<file path="src/rtl/enregistreur_ad_pkg.sv">
// Shared definitions for the sample-memory write-side address generator.
// Holds default widths, the FSM encoding and the memory depth.
package enregistreur_ad_pkg;

  localparam int ADDR_W_DEF = 7;
  localparam int DATA_W_DEF = 8;
  localparam int DEPTH      = 1 << ADDR_W_DEF;

  typedef enum logic [1:0] {
    ATTENTE = 2'd0,
    ENREG   = 2'd1,
    PLEIN   = 2'd2
  } etat_t;

endpackage

</file>
<file path="src/rtl/enregistreur_ad_synchro_2ff.sv">
// Two-flop synchroniser for a slow asynchronous level.
// Both flops clear to 0 on reset.
module synchro_2ff (
  input  logic clk,
  input  logic rst_n,
  input  logic i_d,
  output logic o_q
);

  logic r_meta;
  logic r_sync;

  always_ff @(posedge clk or negedge rst_n) begin
    if (!rst_n) begin
      r_meta <= 1'b0;
      r_sync <= 1'b0;
    end else begin
      r_meta <= i_d;
      r_sync <= r_meta;
    end
  end

  assign o_q = r_sync;

endmodule

</file>
<file path="src/rtl/enregistreur_ad.sv">
// Write-side address generator: records strobed samples at incrementing
// addresses while in record mode and exports the last written address.
module enregistreur_ad
  import enregistreur_ad_pkg::*;
#(
  parameter int MODE   = 1,
  parameter int WRAP   = 0,
  parameter int DATA_W = DATA_W_DEF,
  parameter int ADDR_W = ADDR_W_DEF
) (
  input  logic              Clk,
  input  logic              nRst,
  input  logic              Mode,
  input  logic              Effacer,
  input  logic              Echantillon,
  input  logic [DATA_W-1:0] DataIn,
  output logic              WrEn,
  output logic [ADDR_W-1:0] WrAd,
  output logic [DATA_W-1:0] WrData,
  output logic [ADDR_W-1:0] AdMax,
  output logic              Plein,
  output logic              Vide,
  output logic              Enreg
);

  logic w_pol_mode;
  logic w_mode_s;
  logic w_ptr_last;

  etat_t             r_etat;
  logic [ADDR_W-1:0] r_ptr;
  logic              r_wr_en;
  logic [ADDR_W-1:0] r_wr_ad;
  logic [DATA_W-1:0] r_wr_data;
  logic [ADDR_W-1:0] r_ad_max;
  logic              r_plein;
  logic              r_vide;
  logic              r_enreg;

  assign w_pol_mode = (MODE != 0) ? Mode : ~Mode;
  assign w_ptr_last = (r_ptr == {ADDR_W{1'b1}});

  synchro_2ff u_sync_mode (
    .clk   (Clk),
    .rst_n (nRst),
    .i_d   (w_pol_mode),
    .o_q   (w_mode_s)
  );

  always_ff @(posedge Clk or negedge nRst) begin
    if (!nRst) begin
      r_etat    <= ATTENTE;
      r_ptr     <= '0;
      r_wr_en   <= 1'b0;
      r_wr_ad   <= '0;
      r_wr_data <= '0;
      r_ad_max  <= '0;
      r_plein   <= 1'b0;
      r_vide    <= 1'b1;
      r_enreg   <= 1'b0;
    end else begin
      r_wr_en <= 1'b0;
      case (r_etat)
        ATTENTE: begin
          if (Effacer) begin
            r_ptr    <= '0;
            r_ad_max <= '0;
            r_vide   <= 1'b1;
            r_plein  <= 1'b0;
          end
          // A new session always starts from an empty memory; AdMax keeps
          // the previous value until the first write overwrites it.
          if (w_mode_s) begin
            r_etat  <= ENREG;
            r_enreg <= 1'b1;
            r_ptr   <= '0;
            r_vide  <= 1'b1;
            r_plein <= 1'b0;
          end
        end
        ENREG: begin
          if (!w_mode_s) begin
            r_etat  <= ATTENTE;
            r_enreg <= 1'b0;
          end else if (Echantillon) begin
            r_wr_en   <= 1'b1;
            r_wr_ad   <= r_ptr;
            r_wr_data <= DataIn;
            r_ad_max  <= r_ptr;
            r_ptr     <= r_ptr + 1'b1;
            r_vide    <= 1'b0;
            if (w_ptr_last) begin
              r_plein <= 1'b1;
              if (WRAP == 0) begin
                r_etat  <= PLEIN;
                r_enreg <= 1'b0;
              end
            end
          end
        end
        PLEIN: begin
          if (!w_mode_s) begin
            r_etat  <= ATTENTE;
            r_enreg <= 1'b0;
          end
        end
        default: begin
          r_etat  <= ATTENTE;
          r_enreg <= 1'b0;
        end
      endcase
    end
  end

  assign WrEn   = r_wr_en;
  assign WrAd   = r_wr_ad;
  assign WrData = r_wr_data;
  assign AdMax  = r_ad_max;
  assign Plein  = r_plein;
  assign Vide   = r_vide;
  assign Enreg  = r_enreg;

endmodule

</file>
<file path="config.mk">
export PLATFORM = sky130hd
export DESIGN_NAME = enregistreur_ad
export DESIGN_NICKNAME = d
export VERILOG_FILES = /design/src/rtl/enregistreur_ad_pkg.sv /design/src/rtl/enregistreur_ad_synchro_2ff.sv /design/src/rtl/enregistreur_ad.sv
export SDC_FILE = /design/constraint.sdc
export NUM_CORES = 1
export LEC_CHECK = 0
export CAP_MARGIN = 20
export CELL_PAD_IN_SITES_DETAIL_PLACEMENT = 0
export CELL_PAD_IN_SITES_GLOBAL_PLACEMENT = 1
export CORE_MARGIN = 10
export CORE_UTILIZATION = 30
export DETAILED_ROUTE_END_ITERATION = 16
export PLACE_DENSITY_LB_ADDON = 0.1
export SLEW_MARGIN = 5
export SYNTH_ARGS = -nofsm -noshare
export SYNTH_HDL_FRONTEND = slang
export SYNTH_SLANG_ARGS = --single-unit
</file>
<file path="constraint.sdc">
create_clock -name Clk -period 1.9 [get_ports Clk]
set_input_delay 0.38 -clock Clk [delete_from_list [all_inputs] [get_ports Clk]]
set_output_delay 0.38 -clock Clk [all_outputs]
set_load 0.02 [all_outputs]
</file>
======== Word level (Yosys, flattened, before mapping) ========
Cells that the tools add are included.
word-level totals
  bits in registers ....................... 37
  bits in latches ......................... 0
  RAM bits ................................ 0
  ROM bits ................................ 0
  input port bits ......................... 13
  output and inout bits ................... 26
  logic and storage cells ................. 65
  memories ................................ 0
operators by class
  add/subtract/negate cells ............... 1
  $mul .................................... 0
  div/mod/pow operators ................... 0
  magnitude comparators ................... 0
  eq/ne operators ......................... 12
  shift-type cells ........................ 0
  mux-type cells .......................... 34
  bitwise gates (word level) .............. 0
  reductions and logical operators ........ 7
operator list
  operator             count
  $mux 7               6
  $pmux 7 s2           2
  $mux 1               17
  $reduce_and 4->1     3
  $mux 2               5
  $ne 2x2->1 const B   4
  $add 7x1->7 const B  1
  $eq 7x7->1 const B   1
  $ne 3x3->1 const B   2
  $pmux 2 s3           1
  $reduce_and 5->1     1
  $ne 2x1->1 const B   2
  $pmux 1 s2           2
  $ne 3x2->1 const B   1
  $pmux 1 s3           1
  $reduce_and 3->1     1
  $eq 2x1->1 const B   1
  $eq 2x2->1 const B   1
  $logic_not 2->1      1
  $reduce_bool 2->1    1

======== Logic depth before layout (Yosys ltp) ========
Gate-level depths: netlist of run 1.
  word-level depth ........................ 5
  mapped depth ............................ 6
  gate-level depth less buffers ........... 5

======== Modules after synthesis ========
A second synthesis of run 1 with hierarchy kept.
second synthesis, totals
  cells, all modules ...................... 143
  area total of the unflattened synthesis .. 1,452.6 um^2
modules (own cells, without submodules)
  module           times used  cells an instance  area each (um^2)  sequential area each (um^2)
  enregistreur_ad  1           141                1,402.6           852.1
  synchro_2ff      1           2                  50.0              50.0

======== Least setup slack after synthesis of run 1 ========
No wires, ideal clock.
  path type ............................... flip-flop to flip-flop
  from .................................... register, netlist name Enreg
  to ...................................... register r_ptr[5]
  setup time .............................. 0.077 ns
  arrival ................................. 1.496 ns
  data required time ...................... 1.823 ns
  path slack .............................. 0.327 ns
  stages on the path, launching flop included .. 5
  buffers on the path ..................... 0
  clock period less this slack ............ 1.573 ns
  cell sequence ........................... dfrtp_1 -> nand2b_4 -> o22a_1 -> or4_1 -> a21oi_1
RTL lines
  what                  line                   RTL
  to (signal assigned)  enregistreur_ad.sv:90  r_ptr <= r_ptr + 1'b1;
  to (decl)             enregistreur_ad.sv:31  logic [ADDR_W-1:0] r_ptr;

======== Final worst setup path of run 1 ========
  from .................................... register r_vide, in the netlist Vide
  to ...................................... output Vide
RTL lines
  what                    line                   RTL
  from (decl)             enregistreur_ad.sv:37  logic r_vide;
  from (signal assigned)  enregistreur_ad.sv:59  r_vide <= 1'b1;
  from (signal assigned)  enregistreur_ad.sv:68  r_vide <= 1'b1;
  from (signal assigned)  enregistreur_ad.sv:77  r_vide <= 1'b1;
  to (decl)               enregistreur_ad.sv:22  output logic Vide,
No word-level cell between the ends.

==> results of run 1 <==
-- synth_stat cells (2+ instances only) --
master	number
a21oi_1	4
a22o_1	4
buf_2	2
dfrtp_1	35
inv_1	2
nand2_1	55
nand2b_1	2
nand3_1	4
nor2_1	2
o21a_1	2
o21ai_0	7
or3_1	3
-- cell families after synthesis --
group / Yosys count / share of synthesized area
flip-flops: 36 / 0.631
adder cells (fa/ha/maj): 1 / 0.00875
AND/OR/NAND/NOR: 74 / 0.229
AO/OA/AOI/OAI: 24 / 0.114
buffers and inverters: 6 / 0.0175
-- report_power, final --
group          internal (uW)  leakage [uW]  total, uW  switching, uW
clock network            296     0.0000455        554            258
registers                820      0.000477        854           33.9
logic                    134      0.000414        281            148
-- flip-flops by register name, indices dropped and copies added (netlist names) --
register	count
WrData	8
r_etat	1
WrAd	7
AdMax	7
r_ptr	7
u_sync_mode.o_q	1
WrEn	1
Vide	1
Enreg	1
u_sync_mode.r_meta	1
Plein	1
-- through the flow --
stage | total power [uW] | worst slack, ns | area (um2) | hold slack (ns) | cells
after floorplan | 990 | 0.327 | 1430 | 0.0844 | 141
after global placement | 1150 | 0.00824 | 1900 | 0.339 | 236
after detailed placement | 1160 | -0.0364 | 1900 | 0.338 | 236
after CTS | 1720 | 0.0863 | 1990 | 0.142 | 244
after global routing | 1790 | 0.0382 | 1990 | 0.160 | 244
final | 1690 | 0.110 | 1990 | 0.119 | 244
-- routing by layer --
layer,global-route usage,up-vias
met4,0.0361,0
met3,0.0510,4
li1,-,567
met1,0.110,533
met2,0.156,31
met5,0,-
-- layout make-up --
class                   count  area, um2
inverters                   3       11.3
repair buffers             44        420
clock buffers               8       90.1
multi-input cells          99        503
flip-flops and latches     36        902
fillers                   455       2670
well taps                  54       67.6
-- final timing paths --
check                                       end  slack, ns
min in group Clk                u_sync_mode.o_q       0.36
worst max register to register         r_ptr[4]       0.31
worst min-delay path                  WrData[2]       0.12
max in group asynchronous                  Vide       1.42
worst min register to register  u_sync_mode.o_q       0.36
worst max-delay path                       Vide       0.11
-- cells in the final DEF, fill, tap and decap left out, types with 2 or more instances in the layout --
cell             instances
nand3_1                  4
clkdlybuf4s50_1         37
a21oi_1                  4
dfrtp_1                 35
a22o_1                   4
nand2_1                 55
nor2_1                   2
or3_1                    3
buf_4                    6
clkbuf_1                 2
o21ai_0                  7
nand2b_1                 2
o21a_1                   2
clkbuf_8                 6
inv_1                    2
-- worst reg2reg max path, stage by stage (launching register included) --
cell and delay, ns:
dfrtp_1 0.45, nand2b_4 0.18, o22a_1 0.21, buf_4 0.17
or3_1 0.35, a21oi_1 0.16
==> run metrics, run 1 <==
Slew Viols, Final 0; Syn Area/Cell between 10 and 15 um2; Worst Setup Start Kind register; crit-path cells clkdlybuf4s50_1; core area between 4000 and 5000 um2; RSZ-0062 raised after global routing no; Yosys cell types 31; vias per cell ~4.7; Synth warnings 0; total wire length between 3000 and 4000 um; I/O Pins 39; Pleak between 0.0009 and 0.001 uW; critical path depth 1; CTS tree yes; CTS sink count 36; Buffers & Inverters on Critical Path 1; Clk pin slew, worst setup/hold paths roughly 0.070 ns; initial antenna violation count 0; Layout Skew between 0.007 and 0.008 ns; post-synth top area share 0.612; FFs w/ async S/R, synth 1.00; Worst Setup SP Vide; setup_tns 0 ns; Syn Nets about 160; period utilization 0.942; final hold viol count 0; post-DP HPWL between 2000 and 3000 um; hold crit path type primary input to async pin; Worst R2R Start Enreg; Max-Slew Margin vs Limit 0.696; drt initial violations 62; Metal-1 WL 1510 um; ANT nets after route 0; nets 203; IO Port Bufs 38; chip height 89.0 um; ys flop type dfrtp_1; critical path class register to output port; Post-Syn Area roughly 1400 um2; pin count of the biggest net entering global routing 37; routed wl met3 roughly 300 um; Pwr Density ~850 nW/um2; Mapped Cells approximately 140; Final min period approximately 1.8 ns; Initial DRT Pass Iterations 2; outcome completed; chip width between 80 and 90 um; met2 WL roughly 1600 um; Slowest cell on crit path clkdlybuf4s50_1; worst skew pair latency between 0.2 and 0.3 ns; CP delay by family, top buffers and inverters; H-Tree Depth 2; overflow left after global routing 0; Post-CTS Setup Inserts 0; GPL Wtd Cong between 0.7 and 0.8; initial core utilization 0.307; antenna cells 0; sequential fraction of the synthesis area 0.631; clock root buffer clkbuf_8; wire length per cell 14.3 um; CP required between 1.5 and 2 ns; critical-path maximum fanout 2; Die ar. 7930 um2; VDD IR max 0.369 mV; PostCTS Resize Cnt 0; Clock Path Buffers 2; layout cells sized above 1 0.0947; #FFs+latches synth 36; number of CTS-inserted buffers 5; Worst setup EP type output port; area added between synthesis and finish 39.5%; Layout Utilization 0.428; fmax between 0.5 and 0.6 GHz; Via Count approximately 1.1k; Synth area leaders dfrtp_1 (61%), nand2_1 (14%), a22o_1 (2.4%); GRT Overall Usage 0.0980; EDFF count, synth 0; max incr delay on CP 0.60 ns; DRC errors left 0; first-pass GRT wire length 5980 um; Synth area leader dfrtp_1; # setup viols final 0; hold_buf cts 0; vias in the first global route between 1k and 1.5k; Row Count 25; max cap viols 0; DR top layer met4; worst reg2reg path depth 5; Data arrival, critical path around 1.4 ns; pin slew with the least headroom to its limit 0.456 ns
No activity file was read; power rests on OpenSTA's default activity.
==> inputs of run 2 (changes only) <==
CORE_UTILIZATION = 35   (was 30)
==> run metrics, run 2 (same netlist as run 1, synthesis figures left out) <==
Post-CTS Setup Inserts 0; fin area between 2000 and 2500 um2; Final min period about 1.8 ns; Via Count approximately 1.2k; IO Port Bufs 38; period utilization 0.945; chip height ~84 um; CP delay by family, top buffers and inverters; hold crit path type register to register; Clk pin slew, worst setup/hold paths 0.07 ns; nets 204; Max-Slew Margin vs Limit 0.698; VDD IR max approximately 0.48 mV; outcome completed; overflow left after global routing 0; CTS tree yes; worst skew pair latency just under 0.3 ns; core area between 3000 and 4000 um2; first-pass GRT wire length between 5000 and 6000 um; I/O Pins 39; Slew Viols, Final 0; crit-path cells clkdlybuf4s50_1; total wire length 3390 um; Pleak 0.000960 uW; fmax 0.557 GHz; vias in the first global route 1117; max incr delay on CP about 0.6 ns; Initial DRT Pass Iterations 4; commonest cells after routing, fill and taps aside nand2_1 (55), clkdlybuf4s50_1 (38), dfrtp_1 (35); drt initial violations approximately 80; PostCTS Resize Cnt 0; max cap viols 0; Worst setup EP type output port; area added between synthesis and finish 42.5%; setup_tns 0 ns; critical-path maximum fanout 2; pre-CTS setup slack -0.102 ns; final hold viol count 0; GRT Overall Usage 0.0973; Pwr Density slightly above 900 nW/um2; Slowest cell on crit path clkdlybuf4s50_1; max FFs per register 8; hold slack final roughly 0.36 ns; R2R setup slack about 0.3 ns; H-Tree Depth 2; pin slew with the least headroom to its limit between 0.4 and 0.5 ns; initial core utilization 0.360; Die ar. between 7000 and 8000 um2; Data arrival, critical path 1.42 ns; CTS sink count 36; hold_buf cts 0; antenna cells 0; clock root buffer clkbuf_8; ANT nets after route 0; Layout Skew between 0.005 and 0.006 ns; # setup viols final 0; Clock Path Buffers 2; Row Count 23; RSZ-0062 raised after global routing no; final worst slack about 0.10 ns; layout cells sized above 1 0.105; commonest non-fill, non-tap cell in the layout nand2_1; pin count of the biggest net entering global routing 37; number of CTS-inserted buffers 5; wire length per cell 14.1 um; post-DP HPWL between 2000 and 2500 um; GPL Wtd Cong ~0.67; initial antenna violation count 0; chip width 83.9 um; DP Area about 1900 um2; Buffers & Inverters on Critical Path 1; critical path class register to output port; Worst Setup Start Kind register; CP required 1.52 ns; vias per cell a little under 5; DRC errors left 0
## run 2: cell count changes in the layout (fill, tap and decap cells not counted)
| cell | delta |
|---|---|
| clkbuf_8 | +1 |
| clkdlybuf4s50_1 | +1 |
| clkbuf_1 | -2 |
| bufinv_16 | +1 |
| buf_2 | -1 |
| buf_4 | +1 |
## run 2: layer usage
metal	wire (um)	vias to the layer above	track usage
met5	0	-	0
met4	53	0	0.0411
met3	290	6	0.0527
met2	1490	38	0.142
met1	1560	543	0.115
li1	-	570	-
## run 2: report_power, final
| part | total [uW] | internal, uW | switching [uW] |
|---|---|---|---|
| logic | 285 | 136 | 149 |
| clock network | 732 | 463 | 269 |
| registers | 853 | 820 | 33.3 |
| total | 1870 | 1420 | 451 |
## run 2: area by class of cell
class	instances	area, um2
Clock buffer	7	96.3
Clock inverter	1	30.0
Fill cell	365	1930
Inverter	3	11.3
Multi-Input combinational cell	99	503
Sequential cell	36	902
Tap cell	50	62.6
Timing Repair Buffer	45	433
## run 2: final timing paths
| check | start | end | depth (start not counted) |
|---|---|---|---|
| max in group asynchronous | nRst | Vide | 2 |
| min | u_sync_mode.r_meta | u_sync_mode.o_q | 0 |
| min in group asynchronous | nRst | WrData[4] | 2 |
| min reg2reg | u_sync_mode.r_meta | u_sync_mode.o_q | 0 |
| max | Vide | Vide | 1 |
| max reg2reg | Enreg | r_ptr[3] | 5 |
## run 2: metrics by stage
step	utilization	std cells	power, uW
floorplan	-	141	990
global placement	0.481	233	1150
detailed placement	0.481	233	1160
CTS	0.513	241	1900
global route	0.513	241	1970
finish	0.513	241	1870
## run 2: worst register-to-register path, stage by stage, from the launching register on
cell and delay, ns:
dfrtp_1 0.46, nand2b_4 0.18, o22a_1 0.22, buf_4 0.17, or3_1 0.34, a21oi_1 0.16
==> inputs of run 3 (changes only) <==
PLACE_DENSITY = 0.85   (was unset)
PLACE_DENSITY_LB_ADDON = unset   (was 0.1)
TNS_END_PERCENT = 1   (was unset)
==> run metrics, run 3 (same netlist as run 1, synthesis figures left out) <==
Worst Setup Start Kind register; Slowest cell on crit path clkdlybuf4s50_1; H-Tree Depth 2; RSZ-0062 raised after global routing no; post-DP HPWL roughly 2600 um; vias in the first global route 1228; I/O Pins 39; worst reg2reg path depth 5; area added between synthesis and finish 40.0%; Post-CTS Setup Inserts 0; Worst R2R Start Enreg; Worst setup EP type output port; worst skew pair latency between 0.2 and 0.3 ns; Slew Viols, Final 0; GPL Wtd Cong around 0.74; setup_tns 0 ns; initial core utilization 0.360; wire length per cell between 10 and 15 um; Pwr Density around 840 nW/um2; final hold viol count 0; Max-Slew Margin vs Limit 0.702; Buffers & Inverters on Critical Path 1; min-delay src u_sync_mode.r_meta; CP required about 1.5 ns; # setup viols final 0; Worst Setup SP Vide; max cap viols 0; commonest non-fill, non-tap cell in the layout nand2_1; DRC errors left 0; IO Port Bufs 38; Initial DRT Pass Iterations 5; Final min period between 1.5 and 2 ns; Layout Skew 0.00438 ns; Pleak around 0.00094 uW; GRT Overall Usage 0.104; CTS tree yes; FF-to-FF End r_ptr[3]; vias per cell 4.90; pin slew with the least headroom to its limit about 0.45 ns; total wire length about 3500 um; hold_buf cts 0; CP delay by family, top buffers and inverters; Die ar. approximately 7000 um2; Clock Path Buffers 2; commonest cells after routing, fill and taps aside nand2_1 (55), clkdlybuf4s50_1 (38), dfrtp_1 (35); layout cells sized above 1 0.0942; hold slack final 0.358 ns; hold crit path type register to register; chip width 83.9 um; Tot Pwr about 1700 uW; outcome completed; chip height between 80 and 90 um; Min-Delay Path Depth 0; clock root buffer clkbuf_8; Via Count around 1.2k; PostCTS Resize Cnt 0; nets between 200 and 250; overflow left after global routing 0; fmax between 0.5 and 0.6 GHz; number of CTS-inserted buffers 5; first-pass GRT wire length a little under 6000 um; Hold EP u_sync_mode.o_q; ANT nets after route 0; antenna cells 0; Data arrival, critical path ~1.4 ns; pin count of the biggest net entering global routing 37; critical path class register to output port; period utilization 0.946; FILL cells approximately 360; drt initial violations 45; R2R setup slack just under 0.3 ns; VDD IR max 0.435 mV; core area about 4000 um2; crit-path cells clkdlybuf4s50_1; critical-path maximum fanout 2; max incr delay on CP 0.60 ns; Row Count 23; initial antenna violation count 0; CTS sink count 36; Clk pin slew, worst setup/hold paths ~0.060 ns; max FFs per register 8
[run 3: stage by stage]
stage          utilization  area, um2  std cells  setup WS (ns)
4_1_cts              0.504       2000        241         0.0865
6_report             0.504       2000        241          0.102
3_5_place_dp         0.481       1910        233        -0.0712
5_1_grt              0.504       2000        241         0.0343
2_1_floorplan            -       1430        141          0.327
3_3_place_gp         0.481       1910        233         0.0206
[run 3: area by class of cell]
cell class              instances  area (um2)  area share
clock buffers                   8        90.1      0.0450
inverters                       3        11.3     0.00563
multi-input cells              99         503       0.251
flip-flops and latches         36         902       0.451
well taps                      50        62.6      0.0313
repair buffers                 45         433       0.216
[run 3: where the power goes]
group	switching [uW]	total, uW	internal, uW	leakage, uW
Combinational	151	287	136	0.000419
Clock	252	547	295	0.0000455
Sequential	32.9	853	820	0.000477
Total	436	1690	1250	0.000941
[run 3: layer usage]
metal / GRT usage / share of wire / wire [um] / vias up
li1: - / - / - / 568
met1: 0.112 / 0.42 / 1470 / 559
met2: 0.167 / 0.48 / 1680 / 48
met3: 0.0547 / 0.085 / 297 / 6
met4: 0.0457 / 0.018 / 62 / 0
met5: 0 / 0 / 0 / -
[run 3: worst max-delay path by stage]
stage                           to  depth (start not counted)
final                         Vide                          1
after detailed placement  r_ptr[3]                          6
after floorplan           r_ptr[5]                          4
after global placement    r_ptr[5]                          5
after CTS                     Vide                          1
after global routing         Enreg                          1
